## config.mk

```make
export PLATFORM = sky130hd
export DESIGN_NAME = controller_port
export DESIGN_NICKNAME = d
export VERILOG_FILES = /design/src/rtl/controller_pkg.sv /design/src/rtl/controller_scanner.sv /design/src/rtl/controller_port.sv
export SDC_FILE = /design/constraint.sdc
export NUM_CORES = 1
export LEC_CHECK = 0
export CORE_ASPECT_RATIO = 0.8
export CORE_MARGIN = 3
export CORE_UTILIZATION = 59
export CTS_CLUSTER_DIAMETER = 40
export CTS_CLUSTER_SIZE = 8
export DETAILED_ROUTE_END_ITERATION = 8
export HOLD_SLACK_MARGIN = 0.12
export PLACE_DENSITY = 0.79
export REMOVE_ABC_BUFFERS = 1
export SYNTH_ARGS = -nofsm -noshare
export SYNTH_HDL_FRONTEND = slang
export SYNTH_HIERARCHICAL = 1
export SYNTH_SLANG_ARGS = --single-unit
```

## constraint.sdc

```tcl
create_clock -name clk -period 2.53 [get_ports clk]
set_clock_uncertainty 0.2 [all_clocks]
set_input_delay 0.506 -clock clk [delete_from_list [all_inputs] [get_ports clk]]
set_output_delay 0.506 -clock clk [all_outputs]
set_load 0.05 [all_outputs]
```

## src/rtl/controller_pkg.sv

```systemverilog
// Shared definitions for the controller port: scanner states and the bit
// position of each button in the buttons byte.
package controller_pkg;

  // Scanner FSM states
  typedef enum logic [2:0] {
    IDLE   = 3'd0,
    LATCH  = 3'd1,
    CLK_HI = 3'd2,
    CLK_LO = 3'd3,
    DONE   = 3'd4
  } scan_state_e;

  // Button bit positions within buttons (active-high)
  localparam int BTN_A      = 0;
  localparam int BTN_B      = 1;
  localparam int BTN_SELECT = 2;
  localparam int BTN_START  = 3;
  localparam int BTN_UP     = 4;
  localparam int BTN_DOWN   = 5;
  localparam int BTN_LEFT   = 6;
  localparam int BTN_RIGHT  = 7;

endpackage

```

## src/rtl/controller_scanner.sv

```systemverilog
// Periodic scanner for an external 4021-based pad: latches the pad, clocks out
// eight serial bits, and publishes them as one atomic byte with a done pulse.
module controller_scanner #(
  parameter int HALF_PERIOD   = 300,
  parameter int SCAN_INTERVAL = 833333
) (
  input  logic       clk,
  input  logic       reset,
  input  logic       pad_data,
  output logic       pad_latch,
  output logic       pad_clk,
  output logic [7:0] buttons,
  output logic       scan_done
);
  import controller_pkg::*;

  localparam int                PH_W       = $clog2(2 * HALF_PERIOD);
  localparam int                INT_W      = $clog2(SCAN_INTERVAL);
  localparam logic [PH_W-1:0]   LATCH_LAST = PH_W'(2 * HALF_PERIOD - 1);
  localparam logic [PH_W-1:0]   HALF_LAST  = PH_W'(HALF_PERIOD - 1);
  localparam logic [INT_W-1:0]  INT_LAST   = INT_W'(SCAN_INTERVAL - 1);

  scan_state_e      r_state;
  scan_state_e      w_next_state;
  logic             w_sample_en;
  logic             r_sync1;
  logic             r_sync2;
  logic [INT_W-1:0] r_int_cnt;
  logic [PH_W-1:0]  r_phase;
  logic [2:0]       r_bit_cnt;
  logic [6:0]       r_sample;
  logic [7:0]       r_buttons;
  logic             r_scan_done;
  logic             r_pad_latch;
  logic             r_pad_clk;

  // Two-flop synchronizer for the asynchronous pad data pin (idles high)
  always_ff @(posedge clk or posedge reset) begin
    if (reset) begin
      r_sync1 <= 1'b1;
      r_sync2 <= 1'b1;
    end else begin
      r_sync1 <= pad_data;
      r_sync2 <= r_sync1;
    end
  end

  // Free-running interval counter; a scan starts whenever it reads zero
  always_ff @(posedge clk or posedge reset) begin
    if (reset) begin
      r_int_cnt <= {INT_W{1'b0}};
    end else if (r_int_cnt == INT_LAST) begin
      r_int_cnt <= {INT_W{1'b0}};
    end else begin
      r_int_cnt <= r_int_cnt + INT_W'(1);
    end
  end

  // Next-state decode; also flags the edges on which a pad bit is captured
  always_comb begin
    w_next_state = r_state;
    w_sample_en  = 1'b0;
    case (r_state)
      IDLE: begin
        if (r_int_cnt == {INT_W{1'b0}}) begin
          w_next_state = LATCH;
        end else begin
          w_next_state = IDLE;
        end
      end
      LATCH: begin
        if (r_phase == LATCH_LAST) begin
          w_next_state = CLK_HI;
          w_sample_en  = 1'b1;
        end else begin
          w_next_state = LATCH;
        end
      end
      CLK_HI: begin
        if (r_phase == HALF_LAST) begin
          w_next_state = CLK_LO;
        end else begin
          w_next_state = CLK_HI;
        end
      end
      CLK_LO: begin
        if (r_phase == HALF_LAST) begin
          w_sample_en = 1'b1;
          if (r_bit_cnt == 3'd7) begin
            w_next_state = DONE;
          end else begin
            w_next_state = CLK_HI;
          end
        end else begin
          w_next_state = CLK_LO;
        end
      end
      DONE:    w_next_state = IDLE;
      default: w_next_state = IDLE;
    endcase
  end

  // State register plus registered pad pins and done pulse, all decoded from the next state
  always_ff @(posedge clk or posedge reset) begin
    if (reset) begin
      r_state     <= IDLE;
      r_pad_latch <= 1'b0;
      r_pad_clk   <= 1'b0;
      r_scan_done <= 1'b0;
    end else begin
      r_state     <= w_next_state;
      r_pad_latch <= (w_next_state == LATCH);
      r_pad_clk   <= (w_next_state == CLK_HI);
      r_scan_done <= (w_next_state == DONE);
    end
  end

  // Phase counter measures time spent in the current state
  always_ff @(posedge clk or posedge reset) begin
    if (reset) begin
      r_phase <= {PH_W{1'b0}};
    end else if ((w_next_state != r_state) || (r_state == IDLE)) begin
      r_phase <= {PH_W{1'b0}};
    end else begin
      r_phase <= r_phase + PH_W'(1);
    end
  end

  // Bit index: 0 during LATCH, then counts each CLK_LO exit
  always_ff @(posedge clk or posedge reset) begin
    if (reset) begin
      r_bit_cnt <= 3'd0;
    end else if (r_state == IDLE) begin
      r_bit_cnt <= 3'd0;
    end else if (w_sample_en) begin
      r_bit_cnt <= r_bit_cnt + 3'd1;
    end else begin
      r_bit_cnt <= r_bit_cnt;
    end
  end

  // Collect inverted pad bits LSB-first; bit 7 goes straight into buttons with the rest
  always_ff @(posedge clk or posedge reset) begin
    if (reset) begin
      r_sample  <= 7'd0;
      r_buttons <= 8'h00;
    end else if (w_sample_en) begin
      r_sample <= {~r_sync2, r_sample[6:1]};
      if (w_next_state == DONE) begin
        r_buttons <= {~r_sync2, r_sample};
      end else begin
        r_buttons <= r_buttons;
      end
    end else begin
      r_sample  <= r_sample;
      r_buttons <= r_buttons;
    end
  end

  assign pad_latch = r_pad_latch;
  assign pad_clk   = r_pad_clk;
  assign buttons   = r_buttons;
  assign scan_done = r_scan_done;

endmodule

```

## src/rtl/controller_port.sv

```systemverilog
// CPU-facing $4016 controller port: strobe register and serial shift register
// fed from the background pad scanner.
module controller_port #(
  parameter int HALF_PERIOD   = 300,
  parameter int SCAN_INTERVAL = 833333
) (
  input  logic       clk,
  input  logic       reset,
  input  logic       cpu_wr,
  input  logic       cpu_wdata,
  input  logic       cpu_rd,
  output logic       cpu_rdata,
  output logic       pad_latch,
  output logic       pad_clk,
  input  logic       pad_data,
  output logic [7:0] buttons,
  output logic       scan_done
);
  import controller_pkg::*;

  logic [7:0] w_buttons;
  logic       r_strobe;
  logic [7:0] r_shift;

  controller_scanner #(
    .HALF_PERIOD  (HALF_PERIOD),
    .SCAN_INTERVAL(SCAN_INTERVAL)
  ) u_scanner (
    .clk      (clk),
    .reset    (reset),
    .pad_data (pad_data),
    .pad_latch(pad_latch),
    .pad_clk  (pad_clk),
    .buttons  (w_buttons),
    .scan_done(scan_done)
  );

  // Strobe bit follows CPU writes
  always_ff @(posedge clk or posedge reset) begin
    if (reset) begin
      r_strobe <= 1'b0;
    end else if (cpu_wr) begin
      r_strobe <= cpu_wdata;
    end else begin
      r_strobe <= r_strobe;
    end
  end

  // Shift register: reloads while strobe is high (pre-edge value), otherwise reads shift in ones
  always_ff @(posedge clk or posedge reset) begin
    if (reset) begin
      r_shift <= 8'h00;
    end else if (r_strobe) begin
      r_shift <= w_buttons;
    end else if (cpu_rd) begin
      r_shift <= {1'b1, r_shift[7:1]};
    end else begin
      r_shift <= r_shift;
    end
  end

  assign cpu_rdata = r_shift[0];
  assign buttons   = w_buttons;

endmodule

```

==> flow_summary_export.csv, run 1 <==
group,metric,value,unit
clock_tree,clkSinkCount,65,
die,coreArea,4790,sq um
timing,min_period_over_period,92.5,%
timing,max_freq,427,MHz
pwr,power.density,580,nW/um^2
synthesis,yosysSeqAreaShare,53.3,%
detailed_routing,dr.pass1.iters,4,
die,initial_core_util,63.8,%
global_route,grt_max_degree,57,
worst_setup_path,crit_required,2560,ps
global_route,grt_antenna_before_repair,0,
worst_setup_path,cp_cell_sequence,"ha_1 > and2_1 > nand3_1 > o21bai_2 > mux2_4",
clock_tree,cts_hold_buffers,0,
worst_setup_path,slowest_stage,"o21bai_2",
clock_tree,postCtsSetupBuffers,0,
synthesis,ys_ff_latch,65,
timing,tightest_slew,687,ps
clock_tree,clock_latency,340,ps
synthesis,synth.avg_cell_area,11.3,sq um
global_route,grt_pass1_wl,9610,microns
final_layout,final_cell_mix,"63 x dfrtp_1, 25 x nor2_1, 22 x nand2_1",
die,io_pins,18,
detailed_routing,routed_wl,5720,microns
worst_setup_path,crit_arrival,2370,ps
final_layout,mostFrequentLayoutCell,"dfrtp_1",
clock_tree,ctsResizeCount,0,
worst_setup_path,cp-end-kind,"flop",
synthesis,yosys_most_used_dff,"dfrtp_1",
detailed_routing,ant_nets,0,
clock_tree,h-tree-depth,3,
timing,rsz0062_at_grt,"no",
synthesis,synth_enable_flop_cells,0,
clock_tree,cts_root_buffer,"clkbuf_8",
clock_tree,clkTransAtPathRegs,70,ps
die,fp.dieH,70.4,microns
synthesis,yosysUniqueCellTypes,50,
final_layout,drive_gt1_share,16.1,%
global_route,grt_util_all_layers,20.7,%
synthesis,async_flop_share,100,%
final_layout,n_antenna_cell,0,
die,fp.dieW,86.5,microns
worst_setup_path,path_delay_family,"compound AO/OA/AOI/OAI gates",
clock_tree,cts_buffers,9,
final_layout,areaGrowthSynthToFinish,14.7,%
detailed_routing,first_iter_violations,231,
timing,layout_min_cycle_time,2340,ps
min_path,hold_path.class,"flop to flop",
worst_setup_path,setup.worst_path.start_class,"flop",
timing,tns,0,ps
synthesis,ys_warn_count,6,
pwr,p_leak,0.00158,uW
synthesis,syn_area,3060,sq um
clock_tree,cts_tree,"yes",
clock_tree,clk_path_buf_depth,2,
detailed_routing,vias,2061,
place,port_buffers,17,
final_layout,fillCellCount,339,
pwr,ir_worst_vdd,0.485,mV
place,hpwl,3910,microns
detailed_routing,wire_per_inst,15.9,microns
detailed_routing,route.detailed.drc,0,
final_layout,nets,305,
global_route,gr-total-overflow,0,
die,rows,22,
global_route,grt_pass1_vias,2019,
timing,finalSetupViolCount,0,
timing,drv_slew,0,
worst_setup_path,cp.buffers_inverters,0,
die,die_area,6090,sq um
detailed_routing,viasPerCell,5.74,
timing,hold_viol,0,
worst_setup_path,timing_worst_setup_path_type,"flop to flop",
worst_setup_path,max_stage_delay,600,ps
timing,timing.hold.ws,167,ps
run_status,status,"finished, final reports clean",
worst_setup_path,cp_max_fo,10,
timing,slew_headroom,54.2,%
job,drv_cap,0,
place,place_congestion,0.945,
synthesis,synthCells,270,
==> layer usage <==
metal,GRT usage [%],up-vias,wire (microns)
met5,0,-,0
met4,9.17,0,106
met3,6.96,12,349
met2,29.5,58,2500
met1,28.6,993,2760
li1,-,998,-
==> state kept, by name, indices dropped and copies added (netlist names) <==
register	count
r_shift	8
r_strobe	1
u_scanner/buttons	8
u_scanner/pad_clk	1
u_scanner/pad_latch	1
u_scanner/r_bit_cnt	3
u_scanner/r_int_cnt	20
u_scanner/r_phase	10
u_scanner/r_sample	7
u_scanner/r_state	3
u_scanner/r_sync1	1
u_scanner/r_sync2	1
u_scanner/scan_done	1
==> layout make-up <==
cell class	count	area, sq um	share of cell area (%)
multi-input combinational	186	1330	37.9
clock buffer	11	131	3.75
inverter	9	33.8	0.964
sequential	65	1630	46.5
tap	60	75.1	2.14
timing repair buffer	23	228	6.50
clock inverter	5	80.1	2.28
==> synthesized netlist by cell type (6+ instances only) <==
master	instances	share of area, %
dfrtp_1	63	52
inv_1	9	1.1
mux2_2	8	2.9
mux2_4	6	2.9
mux2i_1	13	4.3
nand2_1	22	2.7
nand3_1	10	1.6
nand4_1	10	2.0
nor2_1	25	3.1
nor4_1	7	1.4
o21ai_1	6	0.98
xnor2_1	12	3.4
xor2_1	12	3.4
==> worst reg2reg max path, delay by kind of cell (launching register included) <==
family | cells | cell delay [ps]
muxes | 1 | 360
adders and majority gates | 1 | 320
AOI/OAI and AO/OA | 1 | 600
and+or+nand+nor | 2 | 330
DFF | 1 | 430
==> cells by family after synthesis <==
logic type | after synthesis | share of synthesized area, %
muxes | 27 | 10.2
AOI/OAI and AO/OA | 21 | 4.38
xor gates and xnor gates | 24 | 6.88
and+or+nand+nor | 109 | 20.0
adders and majority gates | 5 | 2.05
buffers and inverters | 19 | 3.27
DFF | 65 | 53.3
==> path summary, 6_finish.rpt <==
path / startpoint / endpoint / slack [ps] / cells after the start
max in group asynchronous: reset / u_scanner/r_sync1$_DFF_PP1_ / 1450 / 3
hold reg to reg: u_scanner/r_sync1$_DFF_PP1_ / u_scanner/r_sync2$_DFF_PP1_ / 170 / 0
hold / removal: u_scanner/r_sync1$_DFF_PP1_ / u_scanner/r_sync2$_DFF_PP1_ / 170 / 0
setup reg to reg: u_scanner/r_phase[0]$_DFF_PP0_ / u_scanner/r_sample[5]$_DFFE_PP0P_ / 190 / 5
min in group asynchronous: reset / r_strobe$_DFFE_PP0P_ / 270 / 2
setup / recovery: u_scanner/r_phase[0]$_DFF_PP0_ / u_scanner/r_sample[5]$_DFFE_PP0P_ / 190 / 5
==> power breakdown <==
group	total [uW]	internal, uW	switching, uW
Sequential	1060	1050	10.2
Clock	930	553	377
Combinational	43.8	17.0	26.8
Total	2030	1620	414
==> stage by stage <==
step           setup WS (ps)  instance area, sq um  utilization (%)  cells  power [uW]
4_1_cts                  204                  3500             73.2    359        2070
6_report                 190                  3500             73.2    359        2030
2_1_floorplan            135                  2990                -    260        1100
3_5_place_dp             210                  3290             68.8    343        1120
3_3_place_gp             271                  3290             68.8    343        1120
5_1_grt                 65.6                  3500             73.2    359        2120
Power figures use the tool's default switching activity.
==> run 2: changes to the inputs <==
--- a/config.mk
+++ b/config.mk
@@ -11,10 +11,13 @@
 export CTS_CLUSTER_DIAMETER = 40
 export CTS_CLUSTER_SIZE = 8
 export DETAILED_ROUTE_END_ITERATION = 8
+export GPL_TIMING_DRIVEN = 0
 export HOLD_SLACK_MARGIN = 0.12
 export PLACE_DENSITY = 0.79
 export REMOVE_ABC_BUFFERS = 1
+export SETUP_SLACK_MARGIN = 0.3
 export SYNTH_ARGS = -nofsm -noshare
 export SYNTH_HDL_FRONTEND = slang
 export SYNTH_HIERARCHICAL = 1
 export SYNTH_SLANG_ARGS = --single-unit
+export TNS_END_PERCENT = 10
==> run 2 against run 1 <==
Compared with the run above: hold slack barely moved; worst setup slack improved by 83 ps; count of clock-buffer cells in the layout rose by 3; sequential power barely moved; register-to-register slack improved by 180 ps; non-clock buffer count fell by 1; routed wire length fell by 0.40%; critical endpoint is now buttons[6]; sequential share of layout area fell by 0.56 points; cell count did not move; first-iteration DRC count fell by 23%; via count rose by 0.29%; global-route usage fell by 0.52 points.
==> flow_summary_export.csv, run 2 (synthesis gave the netlist of run 1 again) <==
group,metric,value,unit
worst_setup_path,crit_required,1820,ps
global_route,grt_antenna_before_repair,0,
global_route,gr-total-overflow,0,
timing,min_period_over_period,89.2,%
pwr,pwr-share-clk,44.8,%
clock_tree,cts_buffers,9,
pwr,power.internal,1600,uW
pwr,p_seq_share,53.0,%
worst_setup_path,timing_worst_setup_path_type,"flop to primary output",
pwr,switchingPower,397,uW
worst_setup_path,path_delay_family,"buffers and inverters",
clock_tree,h-tree-depth,3,
clock_tree,clock_latency,340,ps
clock_tree,cts_tree,"yes",
clock_tree,clkSinkCount,65,
timing,tightest_slew,523,ps
global_route,use_met3,6.72,%
detailed_routing,viasPerCell,5.76,
final_layout,nets,305,
clock_tree,cts_hold_buffers,0,
final_layout,drive_gt1_share,17.4,%
timing,layout_min_cycle_time,2260,ps
place,hpwl,3830,microns
detailed_routing,wire_per_inst,15.9,microns
clock_tree,clk_path_buf_depth,2,
worst_setup_path,max_stage_delay,820,ps
detailed_routing,dr.pass1.iters,4,
timing,hold_viol,0,
die,fp.dieW,86.5,microns
detailed_routing,routed_wl,5690,microns
pwr,power_frac_comb,2.2,%
die,rows,22,
job,drv_cap,0,
detailed_routing,route.detailed.drc,0,
timing,rsz0062_at_grt,"yes",
global_route,grt_max_degree,43,
worst_setup_path,cp-end-kind,"primary output",
final_layout,areaGrowthSynthToFinish,16.0,%
pwr,swShare,19.9,%
worst_setup_path,slowest_stage,"clkdlybuf4s50_1",
die,die_area,6090,sq um
final_layout,utilization,74.1,%
timing,finalSetupViolCount,0,
min_path,hold_path.class,"flop to flop",
global_route,grt_util_all_layers,20.2,%
run_status,status,"finished, final reports clean",
timing,slew_headroom,65.0,%
worst_setup_path,crit_arrival,1550,ps
worst_setup_path,cp_max_fo,3,
die,coreArea,4790,sq um
worst_setup_path,worstReg2RegEnd,"u_scanner/pad_clk$_DFF_PP0_",
worst_setup_path,cp_cell_sequence,"clkdlybuf4s50_1",
global_route,use_met2,28.3,%
final_layout,mostFrequentLayoutCell,"dfrtp_1",
place,port_buffers,17,
die,fp.dieH,70.4,microns
final_layout,top_regs,"u_scanner/r_int_cnt: 20 flops, u_scanner/r_phase: 10 flops",
die,io_pins,18,
timing,max_freq,443,MHz
pwr,power.density,563,nW/um^2
worst_setup_path,setup.worst_path.start_class,"flop",
min_path,holdPathEnd,"u_scanner/r_sync2$_DFF_PP1_",
pwr,p_leak,0.00160,uW
final_layout,fillCellCount,329,
detailed_routing,first_iter_violations,179,
clock_tree,cts_root_buffer,"clkbuf_8",
min_path,hold_path_depth,0,
timing,tns,0,ps
final_layout,largest_reg_flops,20,
final_layout,largest_register,"u_scanner/r_int_cnt",
timing,timing.hold.ws,167,ps
global_route,busiest_layer,"met1",
global_route,grt_pass1_vias,1907,
min_path,min_from,"u_scanner/r_sync1$_DFF_PP1_",
final_layout,final_cell_mix,"63 x dfrtp_1, 25 x nor2_1, 22 x nand2_1",
global_route,grt_util_met1,29.4,%
place,place_area,3270,sq um
pwr,total_power,2000,uW
place,place_congestion,0.875,
worst_setup_path,worstRegToRegCells,5,
timing,drv_slew,0,
pwr,ir_worst_vdd,0.483,mV
die,initial_core_util,63.8,%
clock_tree,clkTransAtPathRegs,60,ps
worst_setup_path,r2r_slack,370,ps
worst_setup_path,reg2reg_from,"u_scanner/r_phase[0]$_DFF_PP0_",
final_layout,n_antenna_cell,0,
detailed_routing,ant_nets,0,
final_layout,final_area,3550,sq um
global_route,grt_pass1_wl,9330,microns
worst_setup_path,cp.buffers_inverters,1,
detailed_routing,vias,2067,
[run 2: cell count changes in the layout (fill, tap and decap cells not counted), sizes merged]
| cell | delta |
|---|---|
| buf | -1 |
| bufinv | -1 |
| clkbuf | +3 |
| clkinvlp | -2 |
| o21bai | +1 |
[run 2: repair_timing]
action / in CTS / in global routing
endpoints found under the setup margin: 37 / 38
gates cloned: 0 / 1
resized for setup: 4 / 2
setup buffers: 0 / 3
pin swaps: 0 / 3
[run 2: worst max path at each step]
stage                                      from  cells past startpoint  slack, ps                                end
2_1_floorplan  u_scanner/r_int_cnt[0]$_DFF_PP0_                      6        130  u_scanner/r_int_cnt[10]$_DFF_PP0_
3_3_place_gp   u_scanner/r_int_cnt[0]$_DFF_PP0_                      6       -660  u_scanner/r_int_cnt[13]$_DFF_PP0_
3_5_place_dp     u_scanner/r_phase[0]$_DFF_PP0_                      5         20     u_scanner/r_phase[9]$_DFF_PP0_
4_1_cts          u_scanner/r_phase[4]$_DFF_PP0_                      4        200  u_scanner/r_sample[1]$_DFFE_PP0P_
5_1_grt        u_scanner/buttons[7]$_DFFE_PP0P_                      1        230                         buttons[7]
6_report       u_scanner/buttons[6]$_DFFE_PP0P_                      1        270                         buttons[6]
[run 2: final cells by class]
type | count | area [sq um] | share of cell area (%)
Tap cell | 60 | 75.1 | 2.12
Clock inverter | 2 | 35.0 | 0.988
Sequential cell | 65 | 1630 | 45.9
Clock buffer | 14 | 173 | 4.87
Multi-Input combinational cell | 187 | 1380 | 38.9
Inverter | 9 | 33.8 | 0.952
Timing Repair Buffer | 22 | 220 | 6.21
[run 2: metrics by stage]
| stage | cells | worst slack, ps |
|---|---|---|
| 6_report | 359 | 272 |
| 3_3_place_gp | 337 | -662 |
| 2_1_floorplan | 260 | 135 |
| 3_5_place_dp | 339 | 24.4 |
| 5_1_grt | 359 | 227 |
| 4_1_cts | 355 | 202 |
[run 2: routing by layer]
layer / up-vias / share of wire, %
li1: 1004 / -
met3: 11 / 5.5
met2: 41 / 44
met4: 0 / 1.4
met1: 1011 / 49
met5: - / 0
[run 2: power by group through the flow]
stage          clock network [uW]  logic [uW]  registers [uW]
2_1_floorplan                   0        24.1            1070
3_3_place_gp                    0        40.7            1080
3_5_place_dp                    0        45.9            1080
4_1_cts                       922        46.3            1060
5_1_grt                       958        50.1            1060
6_report                      894        44.4            1060
